File: src/rtl/mem_pkg.sv
// Shared types and constants for the wait-state memory responder.
package mem_pkg;

  typedef enum logic [1:0] {
    S_IDLE = 2'd0,
    S_WAIT = 2'd1,
    S_RESP = 2'd2
  } mem_state_e;

  localparam int          CNT_W        = 4;
  localparam logic [31:0] ERR_READDATA = 32'h0000_0000;

endpackage

File: src/rtl/mem_array.sv
// DEPTH x 32 storage: synchronous write, asynchronous read at the same index.
module mem_array #(
  parameter int DEPTH = 64,
  parameter int AW    = $clog2(DEPTH)
) (
  input  logic          clk,
  input  logic          i_we,
  input  logic [AW-1:0] i_idx,
  input  logic [31:0]   i_wdata,
  output logic [31:0]   o_rdata
);

  logic [31:0] r_mem [DEPTH];

  always_ff @(posedge clk) begin
    if (i_we) r_mem[i_idx] <= i_wdata;
  end

  assign o_rdata = r_mem[i_idx];

endmodule

File: src/rtl/mem_responder.sv
// Word-addressed memory responder with programmable wait states and error flagging.
// Handshake: MemReq is held by the initiator until the one-cycle MemReady pulse; MemErr qualifies MemReady.
module mem_responder
  import mem_pkg::*;
#(
  parameter int DEPTH = 64,
  parameter int WAIT  = 2
) (
  input  logic        clk,
  input  logic        reset,
  input  logic        MemReq,
  input  logic        MemWrite,
  input  logic [31:0] Adr,
  input  logic [31:0] WriteData,
  output logic [31:0] ReadData,
  output logic        MemReady,
  output logic        MemErr,
  output mem_state_e  o_dbg_state
);

  localparam int AW = $clog2(DEPTH);
  localparam logic [CNT_W-1:0] CNT_INIT = (WAIT > 0) ? CNT_W'(WAIT - 1) : '0;

  mem_state_e         r_state;
  mem_state_e         w_next;
  logic [CNT_W-1:0]   r_cnt;
  logic [CNT_W-1:0]   w_cnt_next;
  logic [31:0]        r_adr;
  logic [31:0]        r_wdata;
  logic               r_we;
  logic [31:0]        r_rdata;
  logic               r_ready;
  logic               r_err;

  logic               w_accept;
  logic               w_fire;
  logic [31:0]        w_adr;
  logic [31:0]        w_wdata;
  logic               w_we;
  logic               w_err;
  logic [AW-1:0]      w_idx;
  logic               w_mem_we;
  logic [31:0]        w_arr_rdata;

  always_comb begin
    w_next     = r_state;
    w_cnt_next = r_cnt;
    w_accept   = 1'b0;
    case (r_state)
      S_IDLE: begin
        if (MemReq) begin
          w_accept = 1'b1;
          if (WAIT == 0) begin
            w_next = S_RESP;
          end else begin
            w_next     = S_WAIT;
            w_cnt_next = CNT_INIT;
          end
        end
      end
      S_WAIT: begin
        if (r_cnt == '0) w_next = S_RESP;
        else             w_cnt_next = r_cnt - CNT_W'(1);
      end
      S_RESP:  w_next = S_IDLE;
      default: w_next = S_IDLE;
    endcase
  end

  // With WAIT=0 the RESP edge is also the accepting edge, so the live request is used there.
  assign w_adr   = (r_state == S_IDLE) ? Adr       : r_adr;
  assign w_wdata = (r_state == S_IDLE) ? WriteData : r_wdata;
  assign w_we    = (r_state == S_IDLE) ? MemWrite  : r_we;

  assign w_fire   = (w_next == S_RESP) && (r_state != S_RESP);
  assign w_err    = (w_adr[1:0] != 2'b00) || (w_adr[31:AW+2] != '0);
  assign w_idx    = w_adr[AW+1:2];
  assign w_mem_we = w_fire && w_we && !w_err && reset;

  mem_array #(.DEPTH(DEPTH), .AW(AW)) u_array (
    .clk    (clk),
    .i_we   (w_mem_we),
    .i_idx  (w_idx),
    .i_wdata(w_wdata),
    .o_rdata(w_arr_rdata)
  );

  always_ff @(posedge clk or negedge reset) begin
    if (!reset) begin
      r_state <= S_IDLE;
      r_cnt   <= '0;
      r_adr   <= '0;
      r_wdata <= '0;
      r_we    <= 1'b0;
      r_rdata <= '0;
      r_ready <= 1'b0;
      r_err   <= 1'b0;
    end else begin
      r_state <= w_next;
      r_cnt   <= w_cnt_next;
      if (w_accept) begin
        r_adr   <= Adr;
        r_wdata <= WriteData;
        r_we    <= MemWrite;
      end
      r_ready <= w_fire;
      r_err   <= w_fire && w_err;
      if (w_fire) begin
        if (w_err)      r_rdata <= ERR_READDATA;
        else if (!w_we) r_rdata <= w_arr_rdata;
      end
    end
  end

  assign ReadData    = r_rdata;
  assign MemReady    = r_ready;
  assign MemErr      = r_err;
  assign o_dbg_state = r_state;

endmodule
File: config.mk
export PLATFORM = sky130hd
export DESIGN_NAME = mem_responder
export DESIGN_NICKNAME = d
export VERILOG_FILES = /design/src/rtl/mem_pkg.sv /design/src/rtl/mem_array.sv /design/src/rtl/mem_responder.sv
export SDC_FILE = /design/constraint.sdc
export NUM_CORES = 2
export LEC_CHECK = 0
export ABC_AREA = 1
export ABC_CLOCK_PERIOD_IN_PS = 11650
export BUFFER_PORTS_ARGS = -buffer_cell sky130_fd_sc_hd__buf_2
export CAP_MARGIN = 20
export CORE_UTILIZATION = 25
export DETAILED_ROUTE_END_ITERATION = 12
export PLACE_DENSITY = 0.45
export SLEW_MARGIN = 15
export SYNTH_ARGS = -nofsm -noshare
export SYNTH_HDL_FRONTEND = slang
export SYNTH_SLANG_ARGS = --single-unit
File: constraint.sdc
create_clock -name clk -period 11.65 [get_ports clk]
set_input_delay 2.33 -clock clk [delete_from_list [all_inputs] [get_ports clk]]
set_output_delay 2.33 -clock clk [all_outputs]
set_load 0.005 [all_outputs]
# Yosys cells after proc, flatten, opt, wreduce, memory -nomap -nowiden
# Memory sizes are Yosys's and may differ from the RTL's.
# Cells that the tools add are included.
[word_totals] regBits=105 latch_bits=0 ramBits=2048 rom_bits=0 output_inout_bits=36 memories=1
[memory_table] memory="u_array.r_mem" words=64 width=32 read_ports=1 rd_clocked_by_memory_dff=0 wr=1 line="mem_array.sv:13" text="logic [31:0] r_mem [DEPTH];"
[op_classes] n_addsub=1 mul=0 div=0 order_cmp=0 eq_ne=6 shifts=0 n_mux=15 n_bitwise=0 n_reduce_logical=14
[op_table] operator="$mux W32" count=4
[op_table] operator="$reduce_bool A24 Y1" count=1
[op_table] operator="$mux W4" count=2
[op_table] operator="$pmux W4 S2" count=1
[op_table] operator="$ne A2 B2 Y1 const B" count=3
[op_table] operator="$logic_and A1 B1 Y1" count=5
[op_table] operator="$mux W1" count=5
[op_table] operator="$logic_not A4 Y1" count=1
[op_table] operator="$mux W2" count=2
[op_table] operator="$pmux W2 S2" count=1
[op_table] operator="$reduce_bool A2 Y1" count=2
[op_table] operator="$sub A4 B1 Y4 const B" count=1
[op_table] operator="$reduce_and A3 Y1" count=1
[op_table] operator="$eq A2 B1 Y1 const B" count=1
[op_table] operator="$eq A2 B2 Y1 const B" count=1
[op_table] operator="$logic_not A2 Y1" count=1
[op_table] operator="$ne A2 B1 Y1 const B" count=1
[op_table] operator="$reduce_and A2 Y1" count=1
[op_table] operator="$logic_not A1 Y1" count=1
[op_table] operator="$logic_or A1 B1 Y1" count=1

# Depth between registers and ports, before layout
[logic_depth] ltp_word=10 depth_mapped=17 ltp_nobuf=15

# Modules after synthesis
# Synthesis repeated with hierarchy kept, for this count alone.
[hier_totals] hier_cells=9011 hier_area_um2=90720.8
[modules_own_cells] module="mem_array" instances=1 cells_per_inst=8408 area_each_um2=85862.3 seq_area_each_um2=61499.0
[modules_own_cells] module="mem_responder" instances=1 cells_per_inst=603 area_each_um2=4858.4 seq_area_each_um2=2627.5

# Worst setup path before layout
# OpenSTA, ideal clock, no wires.
[synth_timing] kind="input port to flip-flop" start="in WriteData[0]" end="mem u_array.r_mem[0][0] (data pin)" setup_time_ns=0.702 arrival_ns=4.898 required_time_ns=10.948 path_slack_ns=6.050 path_stages=2 n_path_buf=0 cell_sequence="inv_1 > o21ai_0"
[synth_via] elab_chain_cells=1
[synth_rtl] element="from (decl)" line="mem_responder.sv:14" text="input logic [31:0] WriteData,"
[synth_rtl] element="$mux W32" line="mem_responder.sv:72" text="assign w_wdata = (r_state == S_IDLE) ? WriteData : r_wdata;"
[synth_rtl] element="named net u_array.i_wdata[0]" line="mem_array.sv:9" text="input logic [31:0] i_wdata,"
[synth_rtl] element="to (decl)" line="mem_array.sv:13"
# The timed path passes the listed nets, and every way through them passes these cells.

# Final worst setup path
[layout_timing] start="in Adr[3]" end="mem u_array.r_mem[6][6], enable pin"
[layout_via] elab_chain_cells=1
[layout_rtl] element="from (decl)" line="mem_responder.sv:13" text="input logic [31:0] Adr,"
[layout_rtl] element="$mux W32" line="mem_responder.sv:71" text="assign w_adr = (r_state == S_IDLE) ? Adr : r_adr;"
# Every way passes these cells.

==> reports/metrics.cfg <==
[setup_path]
cp-end-kind=register
path_max_fanout=63
critPathRequiredTime_ns=12.10
critPathArrivalTime_ns=6.41
worstSetupPathType=in2reg
cp-start-kind=input pin

[drt]
drc=0
first_pass_iters=7
vias=59300
wl_mm=299
wire_per_inst_um=22.2
via_per_inst=4.40
ant_nets=0
drtIter0Drc=5432

[job]
cap_violations=0

[power_and_ir_drop]
power_mw=30.0
worst_ir_drop_vdd_v=0.000328
leakage_nw=40.9
cellPowerDensity_nw_per_um2=288

[clock_network]
h-tree-depth=4
cts-root-buf=clkbuf_16
path_clk_slew_ns=0.06
numCtsBuffers=236
cts_setup_buffers=0
cts_hold_buffers=0
clock-sinks=2153
cts_tree=done
cts_buffer_depth=4
clk_latency_ns=0.92
postCtsResizedCells=0

[timing]
skew_ns=0.0923
tightest_slew_ns=1.13
rsz0062_at_grt=false
setup_violations=0
finalSetupTns_ns=0
slew_violations=0
whs_ns=0.475
timing.fmax_ghz=0.168
fin_crit_sh=0.512
min_period_ns=5.96
hold_violations=0
maxSlewHeadroom=0.242

[finish]
layout_commonest_cell=nand2_1
drive_above_1_share=0.0766
finalNetCount=8596
mostFrequentLayoutCells=3646 x nand2_1, 2048 x edfxtp_1, 877 x inv_1
area_growth_pct=16.2

[yosys]
synth_edf_count=2048
synth_nets=8540
synthDistinctLibCells=31
synth_mux_area_frac=0
async_reset_ff_frac=0.0488
yosys.area_share.simple=0.208
yosys_most_used_dff=edfxtp_1
synth_top_area_frac=0.686
ys_seq_elements=2153
yosys_warnings=0
synth_area_leaders=edfxtp_1 69%, nand2_1 15%, inv_1 3.7%
synth-xor-area-share=0.0000976
synth_fa_ha_area_frac=0.000279
synth-compound-area-share=0.0197
ys_seq_area_frac=0.715
netlist_area_um2=89700
synth_cells=8470
synth.avg_cell_area_um2=10.6
synth_top_area_cell=edfxtp_1
synth_top_family_by_area=simple AND/OR/NAND/NOR gates

[grt]
grt_overflow=0
grt_pass1_wl_mm=426
grt_pass1_vias=57000
grtUsageTotal=0.161
grt_max_degree=188
antenna_found_initial=13

[floorplanning]
io_pins=104
die_w_um=601
die_h_um=601
rows=219
core-area_um2=356000
die_area_um2=361000
start_util=0.252

[place]
portBuffers=103
hpwlAfterDp_mm=179
gp_congestion=0.839

[status]
status=completed

[min_path]
min_path_type=reg2reg

## per-layer routing
layer | track usage | vias to the layer above | part of all wire
met5 | 0 | - | 0
met4 | 0.0523 | 0 | 0.036
met3 | 0.0187 | 408 | 0.049
met2 | 0.275 | 1572 | 0.48
met1 | 0.214 | 29500 | 0.43
li1 | - | 27800 | -
## critical path: stages
cell	delay (ns)
buf_2	0.10
inv_1	0.05
nand2_1	0.10
nand2_4	0.34
buf_4	0.48
nor2_4	0.29
buf_4	0.52
nand3_2	0.90
nor2_4	1.18
## final timing paths
path                            slack, ns  cells past startpoint             endpoint            from
worst max-delay path                 5.69                      9  u_array.r_mem[6][6]          Adr[3]
worst min register to register       0.47                      2          ReadData[9]     ReadData[9]
max in group asynchronous            8.83                      2          r_wdata[18]           reset
min in group asynchronous            1.46                      1             r_cnt[3]           reset
worst max register to register       6.25                      9  u_array.r_mem[6][6]  o_dbg_state[0]
worst min-delay path                 0.47                      2          ReadData[9]     ReadData[9]
## state kept, by name, indices dropped and copies added (netlist names)
register and cells:
u_array.r_mem 2048, r_we 1, MemReady 1, r_adr 32
o_dbg_state 2, MemErr 1, ReadData 32, r_cnt 4
r_wdata 32
## metrics by stage
step                worst slack (ns)  std cells  utilization  cell area (µm²)
CTS                             5.64      13400        0.291           104000
finish                          5.69      13500        0.292           104000
floorplan                       6.05       8470            -            89700
detailed placement              4.74      13000        0.271            96600
global placement                4.70      13000        0.270            96300
global route                    5.52      13500        0.292           104000
## cell usage after synthesis (2+ instances only)
cell         n
nor3_2       5
inv_1      877
a31oi_1      5
o21ai_2      3
dfrtp_1    105
nand3_1    576
ha_1         2
inv_2        6
a21oi_1     51
clkbuf_1   196
nand2_2      2
buf_2      199
o21ai_0    289
and2_1      12
nand2_1   3652
nand4_1    122
nor3_1       5
nor2_2       2
buf_1       17
edfxtp_1  2048
buf_4        2
nor2_1     285
## layout make-up
class                           instances  area, µm²
Clock inverter                        110        882
Fill cell                           36500     252000
Multi-Input combinational cell       5018      21500
Clock buffer                          313       6270
Tap cell                             4751       5940
Antenna cell                            9       22.5
Timing Repair Buffer                  233       2210
Inverter                              884       3320
Sequential cell                      2153      64100
## kinds of logic after synthesis
kind of cell	after synthesis
compound gates	349
fa+ha+maj	2
buf+inv	1299
xor+xnor	1
simple gates	4666
flops	2153
## power breakdown
group	total [mW]	internal, mW	switching (mW)
Combinational	12.7	2.42	10.3
Clock	7.12	4.02	3.10
Sequential	10.1	10.1	0.0670
No activity file was read; power rests on OpenSTA's default activity.
